$ cat src/rtl/ksa.sv
// ARC4 key-scheduling stage: permutes the identity-filled S memory using the key,
// one swap per six-cycle iteration over a single-port synchronous-read memory.
module ksa #(
   parameter int KEY_BYTES = 3
) (
   input  logic                   clk,
   input  logic                   rst_n,
   input  logic                   en,
   output logic                   rdy,
   input  logic [8*KEY_BYTES-1:0] key,
   output logic [7:0]             addr,
   input  logic [7:0]             rddata,
   output logic [7:0]             wrdata,
   output logic                   wren
);

   localparam int KIDX_W = (KEY_BYTES > 1) ? $clog2(KEY_BYTES) : 1;

   typedef enum logic [2:0] {
      IDLE = 3'd0,
      RD_I = 3'd1,
      LT_I = 3'd2,
      RD_J = 3'd3,
      LT_J = 3'd4,
      WR_I = 3'd5,
      WR_J = 3'd6
   } state_t;

   state_t                 state, state_nxt;
   logic [7:0]             i_q, j_q;
   logic [7:0]             si_q, sj_q;
   logic [8*KEY_BYTES-1:0] key_q;
   logic [KIDX_W-1:0]      kidx_q;

   function automatic logic [7:0] wrap_add(input logic [7:0] a, input logic [7:0] b,
                                           input logic [7:0] c);
      wrap_add = a + b + c;
   endfunction

   // key byte 0 sits in the most-significant byte of the key word
   function automatic logic [7:0] key_byte(input logic [8*KEY_BYTES-1:0] k,
                                           input logic [KIDX_W-1:0] idx);
      key_byte = '0;
      for (int b = 0; b < KEY_BYTES; b++) begin
         if (idx == b[KIDX_W-1:0]) key_byte = k[8*(KEY_BYTES-1-b) +: 8];
      end
   endfunction

   always_ff @(posedge clk or negedge rst_n) begin
      if (!rst_n) begin
         state  <= IDLE;
         i_q    <= '0;
         j_q    <= '0;
         key_q  <= '0;
         kidx_q <= '0;
      end else begin
         state <= state_nxt;
         case (state)
            IDLE: begin
               if (en) begin
                  key_q  <= key;
                  i_q    <= '0;
                  j_q    <= '0;
                  kidx_q <= '0;
               end
            end
            LT_I: j_q <= wrap_add(j_q, rddata, key_byte(key_q, kidx_q));
            WR_J: begin
               kidx_q <= (kidx_q == KIDX_W'(KEY_BYTES-1)) ? '0 : kidx_q + 1'b1;
               if (i_q != 8'hFF) i_q <= i_q + 8'd1;
            end
            default: ;
         endcase
      end
   end

   // swap operands are pure data: captured in the latch states, never reset
   always_ff @(posedge clk) begin
      if (state == LT_I) si_q <= rddata;
      if (state == LT_J) sj_q <= rddata;
   end

   always_comb begin
      state_nxt = IDLE;
      rdy       = 1'b0;
      addr      = 8'd0;
      wrdata    = 8'd0;
      wren      = 1'b0;
      case (state)
         IDLE: begin
            rdy       = 1'b1;
            state_nxt = en ? RD_I : IDLE;
         end
         RD_I: begin
            addr      = i_q;
            state_nxt = LT_I;
         end
         LT_I: begin
            addr      = i_q;
            state_nxt = RD_J;
         end
         RD_J: begin
            addr      = j_q;
            state_nxt = LT_J;
         end
         LT_J: begin
            addr      = j_q;
            state_nxt = WR_I;
         end
         WR_I: begin
            addr      = i_q;
            wrdata    = sj_q;
            wren      = 1'b1;
            state_nxt = WR_J;
         end
         WR_J: begin
            addr      = j_q;
            wrdata    = si_q;
            wren      = 1'b1;
            state_nxt = (i_q == 8'hFF) ? IDLE : RD_I;
         end
         default: begin
            rdy       = 1'bx;
            addr      = 8'hxx;
            wrdata    = 8'hxx;
            wren      = 1'bx;
            state_nxt = IDLE;
         end
      endcase
   end

endmodule

$ cat config.mk
export PLATFORM = sky130hd
export DESIGN_NAME = ksa
export DESIGN_NICKNAME = d
export VERILOG_FILES = /design/src/rtl/ksa.sv
export SDC_FILE = /design/constraint.sdc
export NUM_CORES = 1
export LEC_CHECK = 0
export CAP_MARGIN = 10
export CORE_ASPECT_RATIO = 0.7
export CORE_MARGIN = 8
export CORE_UTILIZATION = 50
export CTS_CLUSTER_DIAMETER = 150
export DETAILED_ROUTE_END_ITERATION = 6
export HOLD_SLACK_MARGIN = 0.08
export PLACE_DENSITY_LB_ADDON = 0.25
export SYNTH_ARGS = -nofsm -noshare
export SYNTH_HDL_FRONTEND = slang
export SYNTH_SLANG_ARGS = --single-unit
$ cat constraint.sdc
create_clock -name clk -period 7.8 [get_ports clk]
set_clock_uncertainty 0.2 [all_clocks]
set_input_delay 1.17 -clock clk [delete_from_list [all_inputs] [get_ports clk]]
set_output_delay 1.17 -clock clk [all_outputs]
set_load 0.02 [all_outputs]
; After elaboration in Yosys (flattened, before gate mapping)
; Index checks and enable logic that the tools add are counted.
[classes]
addsub = 4
eq_ne = 12
muxes = 18
n_reduce_logical = 13
[op_table]
columns = cell, count
row1 = two-way mux 8 bit, 6
row2 = case mux 8 bit (3 select lines), 2
row3 = case mux 8 bit (2 select lines), 2
row4 = case mux 3 bit (7 select lines), 1
row5 = adder 8 bit, 2
row6 = "== test 3 bit, second input constant", 3
row7 = "adder 8 x 1 -> 8 bit, second input constant", 1
row8 = "== test 8 bit, second input constant", 1
row9 = "!= test 8 bit, second input constant", 1
row10 = "== test 3 x 2 -> 1 bit, second input constant", 2
row11 = AND reduction 2 bit, 3
row12 = OR reduction 3 bit, 2
row13 = OR reduction 6 bit, 1
row14 = OR reduction 5 bit, 1
row15 = two-way mux 2 bit, 2
row16 = "!= test 2 bit, second input constant", 2
row17 = case mux 1 bit (2 select lines), 2
row18 = case mux 2 bit (2 select lines), 1
row19 = nonzero test 2 bit, 2
row20 = "== test 3 x 1 -> 1 bit, second input constant", 1
row21 = zero test 3 bit, 1
row22 = AND reduction 3 bit, 1
row23 = "adder 2 x 1 -> 2 bit, second input constant", 1
row24 = "== test 2 x 1 -> 1 bit, second input constant", 1
row25 = other kinds (4), 5
[totals]
ff_bits = 61
out_inout_bits = 18
wordCells = 54

; Logic depth before layout (Yosys ltp)
; Gate-level depths: netlist of run 1.
[logic_depth]
word_depth = 7
mapped_depth = 13

; Worst setup path after synthesis of run 1
; No wires, ideal clock.
[synth_path]
path_kind = input port to flip-flop
start = input port rddata[1]
end = register j_q[7]
t_arrival_ns = 2.886
t_required_ns = 7.467
slack_ns = 4.581
path_stages = 9
n_path_buf = 0
path_cell_list = fa_1 > ha_1 > inv_1 > fa_1 > nand2b_1 > a21oi_1 > o22ai_1 > xnor2_1 > o21ai_0
[synth_via]
elab_chain_cells = 3
[synth_lines]
columns = item, line
row1 = from (decl), 12  ; input logic [7:0] rddata,
row2 = adder 8 bit (2 in series), 37  ; wrap_add = a + b + c;
row3 = case mux 8 bit (2 select lines), 58  ; case (state)
row4 = to (signal assigned), 67  ; LT_I: j_q <= wrap_add(j_q, rddata, key_byte(key_q, kidx_q));
row5 = to (decl), 30  ; logic [7:0] i_q, j_q;
; No other way between the ends.
; A chain may end at the register's enable or synchronous reset.

; Worst setup path in the final report of run 1
[layout_path]
start = register state[0]
end = output port wrdata[0]
[layout_via]
elab_chain_cells = 3
elab_cells_between_ends = 9
cone_classes = eq/ne (6) / mux (1) / reduce/logical (2)
[layout_lines]
columns = item, line
row1 = from (decl), 29  ; state_t state, state_nxt;
row2 = from (signal assigned), 57  ; state <= state_nxt;
row3 = == test 3 x 2 -> 1 bit (tied with other cells), 89  ; case (state)
row4 = OR reduction 5 bit (no source line), -
row5 = case mux 8 bit (3 select lines) (*), 89
row6 = to (decl), 13  ; output logic [7:0] wrdata,
; Mark *: on every way between the ends. The rest lies on a longest branch, timed or not.

==> run_results.csv, run 1 <==
group,metric,value,unit
setup_path,critPathKind,"reg2out",
setup_path,critPathTopFamily,"buffers and inverters",
synthesis,synth_edf_count,16,
clocking,postCtsSetupBuffers,0,
setup_path,cp_cell_sequence,"nor2b_1 > buf_6 > a22oi_1 > nor2b_1 > clkdlybuf4s50_1",
setup_path,start_kind,"flip-flop",
sta,setup_tns,0,ps
grt,overflow,0,
synthesis,yosysSeqAreaShare,48.7,%
finish,post-route-util,63.6,%
clocking,clockRootBuffer,"clkbuf_8",
clocking,cts_hold_buffers,0,
sta,maxSlewViolCount,0,
grt,busiest_layer,"met2",
sta,hold_viol,0,
synthesis,netlist.area_leader.share,34.2,%
clocking,cts_tree,"built",
floorplanning,ios,53,
clocking,htreeDepth,3,
finish,nFillCells,525,
floorplanning,num_rows,24,
placed_design,gp_congestion,0.815,
sta,period_needed,4250,ps
finish,syn2layout_area_growth,21.6,%
sta,rsz0062_at_grt,"false",
setup_path,cp-end-kind,"output pin",
synthesis,syn_nets,383,
floorplanning,die_y,83.9,um
floorplanning,die_area,0.00949,sq mm
drt,wl_per_cell,16.2,um
grt,grt_usage,16.5,%
synthesis,ys_types,41,
floorplanning,die_w,113,um
synthesis,synthFlopType,"dfrtp_1",
sta,max_freq,235,MHz
synthesis,postSynthCellCount,333,
setup_path,slowest_delay,790,ps
clocking,path_clk_slew,70,ps
clocking,cts_buffer_depth,2,
grt,grt_pass1_wl,12400,um
drt,wl,7440,um
setup_path,cp_max_fo,19,
synthesis,syn_avg_cell_area,9.90,sq um
grt,grtUsageMet3,6.58,%
grt,met1_usage,21.7,%
grt,grt_pass1_vias,2560,
finish,drive_gt1_share,6.82,%
setup_path,crit_buf_inv,2,
grt,grt_use_met2,24.2,%
placed_design,placed_area,0.00382,sq mm
synthesis,synth_top_area_cell,"dfrtp_1",
setup_path,path_common_cell,"nor2b_1",
power,powerDensity,412,mW/mm^2
run,max-cap-violations,0,
drt,routed-via-count,2489,
synthesis,yosys_warnings,0,
placed_design,numPortBuffers,52,
status,status,"finished, final reports clean",
drt,drt_iter0_markers,155,
sta,finalCritPeriodShare,54.5,%
drt,viasPerCell,5.42,
floorplanning,start_util,52.3,%
clocking,cts_resized,0,
clocking,clock_sinks,61,
clocking,numCtsBuffers,9,
drt,ant_nets,0,
clocking,clk_latency,350,ps
setup_path,critPathArrivalTime,2880,ps
placed_design,place_hpwl,5440,um
synthesis,syn-cell-area,0.00330,sq mm
drt,drc,0,
sta,worst_pin_slew,1010,ps
finish,nNetsFinal,426,
synthesis,synth_area_leaders,"dfrtp_1, edfxtp_1, nand2_1, mux2i_1, fa_1",
min_path,hold_path_class,"reg2reg",
floorplanning,coreArea,0.00631,sq mm
setup_path,cp_slowest_cell,"dfrtp_1",
grt,antenna_found_initial,0,
synthesis,synth-seq-cells,61,
setup_path,crit_required,6430,ps
power,peakVddDrop,218,uV
sta,finalSetupViolCount,0,
drt,first_pass_iters,4,
grt,grt_max_degree,46,
synthesis,async_reset_ff_share,73.8,%
power,power_leakage,1.71,nW
finish,num_antenna_cells,0,
sta,relSlewSlack,32.9,%
finish,post-route-cell-area,0.00401,sq mm
## worst register-to-register path, stage by stage, from the launching register on
cell	delay [ps]
dfrtp_1	710
nor2b_1	280
nand2_1	120
o21ai_0	130
fa_1	520
ha_1	180
inv_1	60
fa_1	370
nand2b_1	190
a21oi_1	220
o22ai_1	170
xnor2_1	150
o21ai_0	130
## stage by stage
| stage | power, mW | cells | hold slack [ps] | setup WS, ps |
|---|---|---|---|---|
| final | 1.65 | 459 | 276 | 3550 |
| after global routing | 1.79 | 459 | 302 | 3330 |
| after CTS | 1.65 | 458 | 279 | 3260 |
| after detailed placement | 1.40 | 442 | 262 | 3650 |
| after global placement | 1.37 | 442 | 257 | 3760 |
| after floorplan | 1.17 | 333 | 245 | 4580 |
## Yosys cell counts (2+ instances only)
| cell | n |
|---|---|
| nor2b_1 | 12 |
| a21o_1 | 2 |
| nand3_1 | 8 |
| xor2_1 | 3 |
| nor2_2 | 2 |
| nor3b_1 | 3 |
| ha_1 | 7 |
| a22oi_1 | 16 |
| a21oi_1 | 8 |
| clkbuf_1 | 16 |
| a22o_1 | 4 |
| nand2b_1 | 7 |
| fa_1 | 8 |
| nor2_1 | 9 |
| edfxtp_1 | 16 |
| buf_2 | 3 |
| o21ai_0 | 20 |
| dfrtp_1 | 45 |
| nand2_1 | 88 |
| buf_6 | 2 |
| o22ai_1 | 2 |
| inv_1 | 8 |
| or2_2 | 2 |
| xnor2_1 | 8 |
| mux2i_1 | 18 |
## final cells by class
| type | instances | area (sq um) | area share [%] |
|---|---|---|---|
| clock buffer | 11 | 141 | 3.53 |
| clock inverter | 5 | 33.8 | 0.843 |
| inverter | 9 | 33.8 | 0.843 |
| multi-input combinational | 241 | 1560 | 39.0 |
| sequential | 61 | 1610 | 40.1 |
| tap | 78 | 97.6 | 2.43 |
| timing repair buffer | 54 | 534 | 13.3 |
## sequential cells by signal (all words and copies together) (netlist names)
register,flops
si_q,8
sj_q,8
i_q,8
state,3
key_q,24
kidx_q,2
j_q,8
## power breakdown
part | internal (mW) | switching (mW)
Combinational | 0.382 | 0.447
Sequential | 0.447 | 0.124
Clock | 0.124 | 0.126
## layer usage
layer  share of wire, %  vias to the layer above
met2                 46                       68
met3                6.8                        7
met5                  0                        -
met4               0.97                        0
met1                 47                     1195
li1                   -                     1219
## path summary, 6_finish.rpt
check	depth (start not counted)	to	slack, ps	from
worst max-delay path	5	wrdata[0]	3550	state[0]$_DFF_PN0_
worst min-delay path	2	key_q[8]$_DFFE_PN0P_	280	key_q[8]$_DFFE_PN0P_
worst max register to register	12	j_q[7]$_DFFE_PN0P_	4290	kidx_q[0]$_DFFE_PN0P_
worst min register to register	2	key_q[8]$_DFFE_PN0P_	280	key_q[8]$_DFFE_PN0P_
max in group asynchronous	1	j_q[6]$_DFFE_PN0P_	5970	rst_n
min in group asynchronous	1	i_q[2]$_DFFE_PN0P_	790	rst_n
## placed cells by master, fill, tap and decap left out, types with 8 or more instances in the layout
master / n
nor2_1: 9
clkbuf_8: 10
edfxtp_1: 16
nand2_1: 88
nor2b_1: 12
mux2i_1: 18
dfrtp_1: 45
fa_1: 8
nand3_1: 8
a22oi_1: 16
o21ai_0: 20
xnor2_1: 8
clkdlybuf4s50_1: 51
inv_1: 8
a21oi_1: 8
## cell families after synthesis
family | share of synthesized area, %
and+or+nand+nor | 18.9
DFF | 48.7
AOI/OAI and AO/OA | 12.4
buffers and inverters | 4.10
muxes | 5.46
adders and majority gates | 7.51
xor gates and xnor gates | 2.92
(Power assumes the default switching activity.)
==> inputs of run 2 (changes only) <==
- clock period: 7.8 -> 4.4 ns (I/O delays scaled with it)
==> run 2 against run 1 <==
  * Clock-buffer cell count is 4 higher
  * Clock power is 120% higher
  * Critical endpoint is now wrdata[5]
  * Worst setup slack worse by 2800 ps
  * Via count is 0.64% higher
  * Cell area increased by 1.2%
  * Hold slack gained 2.1 ps
  * Register-to-register slack lost 3300 ps
  * First-iteration DRC count increased by 15%
  * Utilization is 0.73 points higher
  * Combinational power up 77%
  * Non-clock buffer count did not move
  * Die area unchanged
==> run_results.csv, run 2 (same netlist as run 1, synthesis figures left out) <==
group,metric,value,unit
status,status,"finished, final reports clean",
clocking,clk_latency,340,ps
power,power_frac_seq,33.7,%
placed_design,numPortBuffers,52,
setup_path,worstReg2RegEnd,"j_q[7]$_DFFE_PN0P_",
sta,rsz0062_at_grt,"false",
finish,largest_register_ffs,24,
run,max-cap-violations,0,
sta,max_freq,272,MHz
drt,ant_nets,0,
drt,drc,0,
sta,hold_viol,0,
sta,relSlewSlack,32.2,%
clocking,htreeDepth,3,
clocking,clockRootBuffer,"clkbuf_8",
clocking,cts_buffer_depth,2,
floorplanning,coreArea,0.00631,sq mm
power,peakVddDrop,285,uV
floorplanning,ios,53,
finish,top_register,"key_q",
setup_path,cp_slowest_cell,"dfrtp_1",
setup_path,crit_required,3540,ps
clocking,postCtsSetupBuffers,0,
clocking,cts_resized,0,
setup_path,critPathArrivalTime,2820,ps
finish,final_common_cell,"nand2_1",
sta,worst_pin_slew,1020,ps
sta,period_needed,3680,ps
power,power,3.04,mW
grt,grt_max_degree,46,
finish,instances_no_fill,459,
finish,nNetsFinal,426,
sta,finalSetupViolCount,0,
power,p_clk_share,17.8,%
power,power_leakage,1.73,nW
finish,post-route-cell-area,0.00406,sq mm
power,powerDensity,749,mW/mm^2
power,p_sw,1.25,mW
drt,wl,7430,um
sta,layout_setup_ws,725,ps
sta,maxSlewViolCount,0,
clocking,path_clk_slew,70,ps
setup_path,critPathKind,"reg2out",
setup_path,cp_max_fo,19,
drt,drt_iter0_markers,178,
setup_path,start_kind,"flip-flop",
power,p_int,1.79,mW
placed_design,dp_slack,1000,ps
drt,viasPerCell,5.46,
clocking,cts_tree,"built",
setup_path,critPathTopFamily,"buffers and inverters",
setup_path,slowest_delay,810,ps
setup_path,cp-end-kind,"output pin",
power,p_comb_share,48.5,%
grt,overflow,0,
clocking,clock_sinks,61,
finish,final_cell_mix,"nand2_1, clkdlybuf4s50_1, dfrtp_1",
setup_path,cp-startpoint,"state[0]$_DFF_PN0_",
clocking,numCtsBuffers,9,
floorplanning,num_rows,24,
finish,syn2layout_area_growth,23.0,%
grt,grt_pass1_vias,2585,
setup_path,path_common_cell,"nor2b_1",
floorplanning,die_area,0.00949,sq mm
grt,grt_pass1_wl,12800,um
setup_path,rr_worst_depth,12,
floorplanning,start_util,52.3,%
finish,drive_gt1_share,6.56,%
clocking,cts_hold_buffers,0,
drt,routed-via-count,2505,
setup_path,cp_cell_sequence,"nor2b_1 > buf_4 > a22oi_1 > nor2b_1 > clkdlybuf4s50_1",
placed_design,place_hpwl,5440,um
floorplanning,die_y,83.9,um
min_path,hold_path_class,"in2async",
drt,wl_per_cell,16.2,um
power,swShare,41.0,%
setup_path,crit_buf_inv,2,
placed_design,placed_area,0.00383,sq mm
placed_design,dp_cells,443,
finish,num_antenna_cells,0,
placed_design,gp_congestion,0.914,
floorplanning,die_w,113,um
sta,finalCritPeriodShare,83.5,%
sta,setup_tns,0,ps
setup_path,r2r_slack,990,ps
setup_path,timing.rr.start,"kidx_q[0]$_DFFE_PN0P_",
drt,first_pass_iters,4,
grt,grt_usage,16.6,%
grt,antenna_found_initial,0,
==> run 2: cell count changes in the layout (fill, tap and decap cells not counted), sizes merged <==
| cell | change |
|---|---|
| clkbuf | +4 |
| inv | -2 |
| clkinv | -1 |
| clkinvlp | -1 |
==> run 2: power by group through the flow <==
stage          Combinational (mW)  Sequential, mW  Clock (mW)
3_3_place_gp                 1.43            1.02           0
4_1_cts                      1.47            1.02       0.552
2_1_floorplan                1.18           0.895           0
5_1_grt                      1.66            1.05       0.577
6_report                     1.47            1.02       0.540
3_5_place_dp                 1.47            1.03           0
==> run 2: worst max-delay path by stage <==
stage	cells after the start	to	slack [ps]
after floorplan	12	j_q[7]$_DFFE_PN0P_	1320
after global placement	5	wrdata[5]	1100
after detailed placement	10	j_q[7]$_DFFE_PN0P_	1000
after CTS	5	wrdata[5]	740
after global routing	5	wrdata[7]	550
final	5	wrdata[5]	720
==> run 2: through the flow <==
stage	utilization [%]	hold WS, ps
after floorplan	-	164
after global placement	60.7	259
after detailed placement	60.7	263
after CTS	64.3	279
after global routing	64.3	293
final	64.3	278
==> run 2: cell type report <==
class	count	area [sq um]
tap	78	97.6
clock buffer	15	220
timing repair buffer	54	531
fill	522	2250
inverter	9	33.8
sequential	61	1610
multi-input combinational	241	1560
clock inverter	1	5.00
==> run 2: routing by layer <==
layer | track usage [%] | wire length [um] | up-vias
li1 | - | - | 1217
met1 | 21.7 | 3500 | 1222
met2 | 25.5 | 3470 | 59
met3 | 4.84 | 391 | 7
met4 | 6.02 | 59 | 0
met5 | 0 | 0 | -
==> inputs of run 3 (changes only) <==
- CORE_UTILIZATION: 50 -> 48
- clock period: 4.4 -> 3.1 ns (I/O delays scaled with it)
==> run 3 against run 2 <==
  * Critical path type is now reg2reg
  * Critical endpoint is now j_q[7]$_DFFE_PN0P_
  * Utilization is 2.6 points lower
  * Worst setup slack worse by 610 ps
  * Final cell count is 5.2% higher
  * First-iteration DRC count is 26% lower
  * Hold slack worse by 180 ps
  * Sequential power is 34% higher
  * Critical path depth is 5 higher
  * Non-clock buffer count is 8 higher
  * Combinational power is 58% higher
  * Largest power group unchanged
  * Global-route usage is 0.57 points higher
  * Die area is 3.5% higher
==> run_results.csv, run 3 (same netlist as run 1, synthesis figures left out) <==
group,metric,value,unit
setup_path,cp_max_fo,7,
clocking,numCtsBuffers,9,
setup_path,critPathArrivalTime,3000,ps
setup_path,cp_cell_sequence,"buf_4 > mux2i_1 > o21ai_0 > fa_1 > ha_1 > o21ai_0 > a21oi_2 > o22ai_1 > xnor2_1 > o21ai_0",
finish,post-route-cell-area,0.00413,sq mm
floorplanning,die_y,85.3,um
setup_path,cp-end-kind,"flip-flop",
sta,finalCritPeriodShare,96.2,%
floorplanning,ios,53,
clocking,clock_sinks,61,
grt,grt_pass1_wl,12900,um
finish,top_register,"key_q",
floorplanning,die_area,0.00982,sq mm
drt,drc,0,
setup_path,path_common_cell,"o21ai_0",
finish,final_cell_mix,"nand2_1, clkdlybuf4s50_1, dfrtp_1",
setup_path,slowest_delay,490,ps
placed_design,numPortBuffers,52,
power,power_leakage,1.76,nW
grt,grt_pass1_vias,2523,
clocking,cts_tree,"built",
clocking,clockRootBuffer,"clkbuf_8",
placed_design,placed_area,0.00390,sq mm
finish,final_common_cell,"nand2_1",
grt,grt_usage,17.2,%
clocking,path_clk_slew,80,ps
placed_design,place_hpwl,5700,um
sta,rsz0062_at_grt,"false",
finish,multi_input_area,0.00157,sq mm
setup_path,cp_slowest_cell,"fa_1",
sta,finalSetupViolCount,0,
min_path,hold_path_class,"in2async",
setup_path,critPathTopFamily,"adder cells",
finish,syn2layout_area_growth,25.2,%
finish,nNetsFinal,434,
grt,antenna_found_initial,0,
sta,period_needed,2980,ps
setup_path,start_kind,"flip-flop",
placed_design,gp_congestion,0.786,
drt,wl,8070,um
clocking,cts_hold_buffers,0,
grt,overflow,0,
sta,maxSlewViolCount,0,
sta,hold_viol,0,
floorplanning,num_rows,25,
drt,drt_iter0_markers,132,
grt,grt_max_degree,46,
floorplanning,start_util,49.3,%
finish,drive_gt1_share,9.77,%
setup_path,critPathKind,"reg2reg",
clocking,cts_buffer_depth,2,
sta,relSlewSlack,31.5,%
power,powerDensity,1080,mW/mm^2
floorplanning,coreArea,0.00669,sq mm
drt,ant_nets,0,
power,peakVddDrop,412,uV
run,max-cap-violations,0,
sta,worst_pin_slew,1030,ps
power,power,4.45,mW
floorplanning,die_w,115,um
finish,nFillCells,607,
drt,viasPerCell,5.33,
drt,first_pass_iters,4,
finish,ff_latch_area,0.00161,sq mm
finish,num_antenna_cells,0,
drt,wl_per_cell,16.7,um
setup_path,crit_required,3120,ps
status,status,"finished, final reports clean",
setup_path,crit_buf_inv,1,
clocking,clk_latency,340,ps
clocking,htreeDepth,3,
finish,largest_register_ffs,24,
drt,routed-via-count,2572,
sta,max_freq,335,MHz
==> run 3: path summary, 6_finish.rpt <==
check	endpoint	from	slack, ps	cells past startpoint
worst max-delay path	j_q[7]$_DFFE_PN0P_	kidx_q[0]$_DFFE_PN0P_	120	10
worst min-delay path	key_q[16]$_DFFE_PN0P_	rst_n	90	1
worst max register to register	j_q[7]$_DFFE_PN0P_	kidx_q[0]$_DFFE_PN0P_	120	10
worst min register to register	key_q[3]$_DFFE_PN0P_	key_q[3]$_DFFE_PN0P_	280	2
max in group asynchronous	kidx_q[0]$_DFFE_PN0P_	rst_n	1900	1
min in group clk	key_q[3]$_DFFE_PN0P_	key_q[3]$_DFFE_PN0P_	280	2
==> run 3: routing by layer <==
metal  part of all wire (%)  track usage, %
met1                     46            22.1
met2                     48            27.5
met3                    4.8            5.46
met4                   0.71            3.92
met5                      0               0
==> run 3: what timing repair did <==
action / in CTS / in global routing
setup buffers: 0 / 1
endpoints found under the setup margin: 0 / 8
gates resized for setup: 0 / 5
==> run 3: final cells by class <==
type | count | share of cell area (%)
Multi-Input combinational cell | 241 | 38.0
Inverter | 9 | 0.818
Clock buffer | 11 | 3.70
Sequential cell | 61 | 38.9
Timing Repair Buffer | 62 | 14.3
Tap cell | 94 | 2.85
Clock inverter | 5 | 1.36
==> run 3: report_power, final <==
part	switching [mW]	internal (mW)	leakage (nW)
Combinational	1.29	1.03	0.934
Sequential	0.241	1.13	0.723
Clock	0.339	0.421	0.105
Total	1.87	2.58	1.76
==> run 3: metrics by stage <==
stage	hold WS, ps	worst slack (ps)	TNS [ps]	utilization [%]	std cells
floorplan	-30.6	15.5	0	-	333
global placement	259	-4.79	-4.79	58.3	466
detailed placement	262	-117	-117	58.3	466
CTS	138	41.0	0	61.4	482
global route	193	4.96	0	61.7	483
finish	94.0	118	0	61.7	483
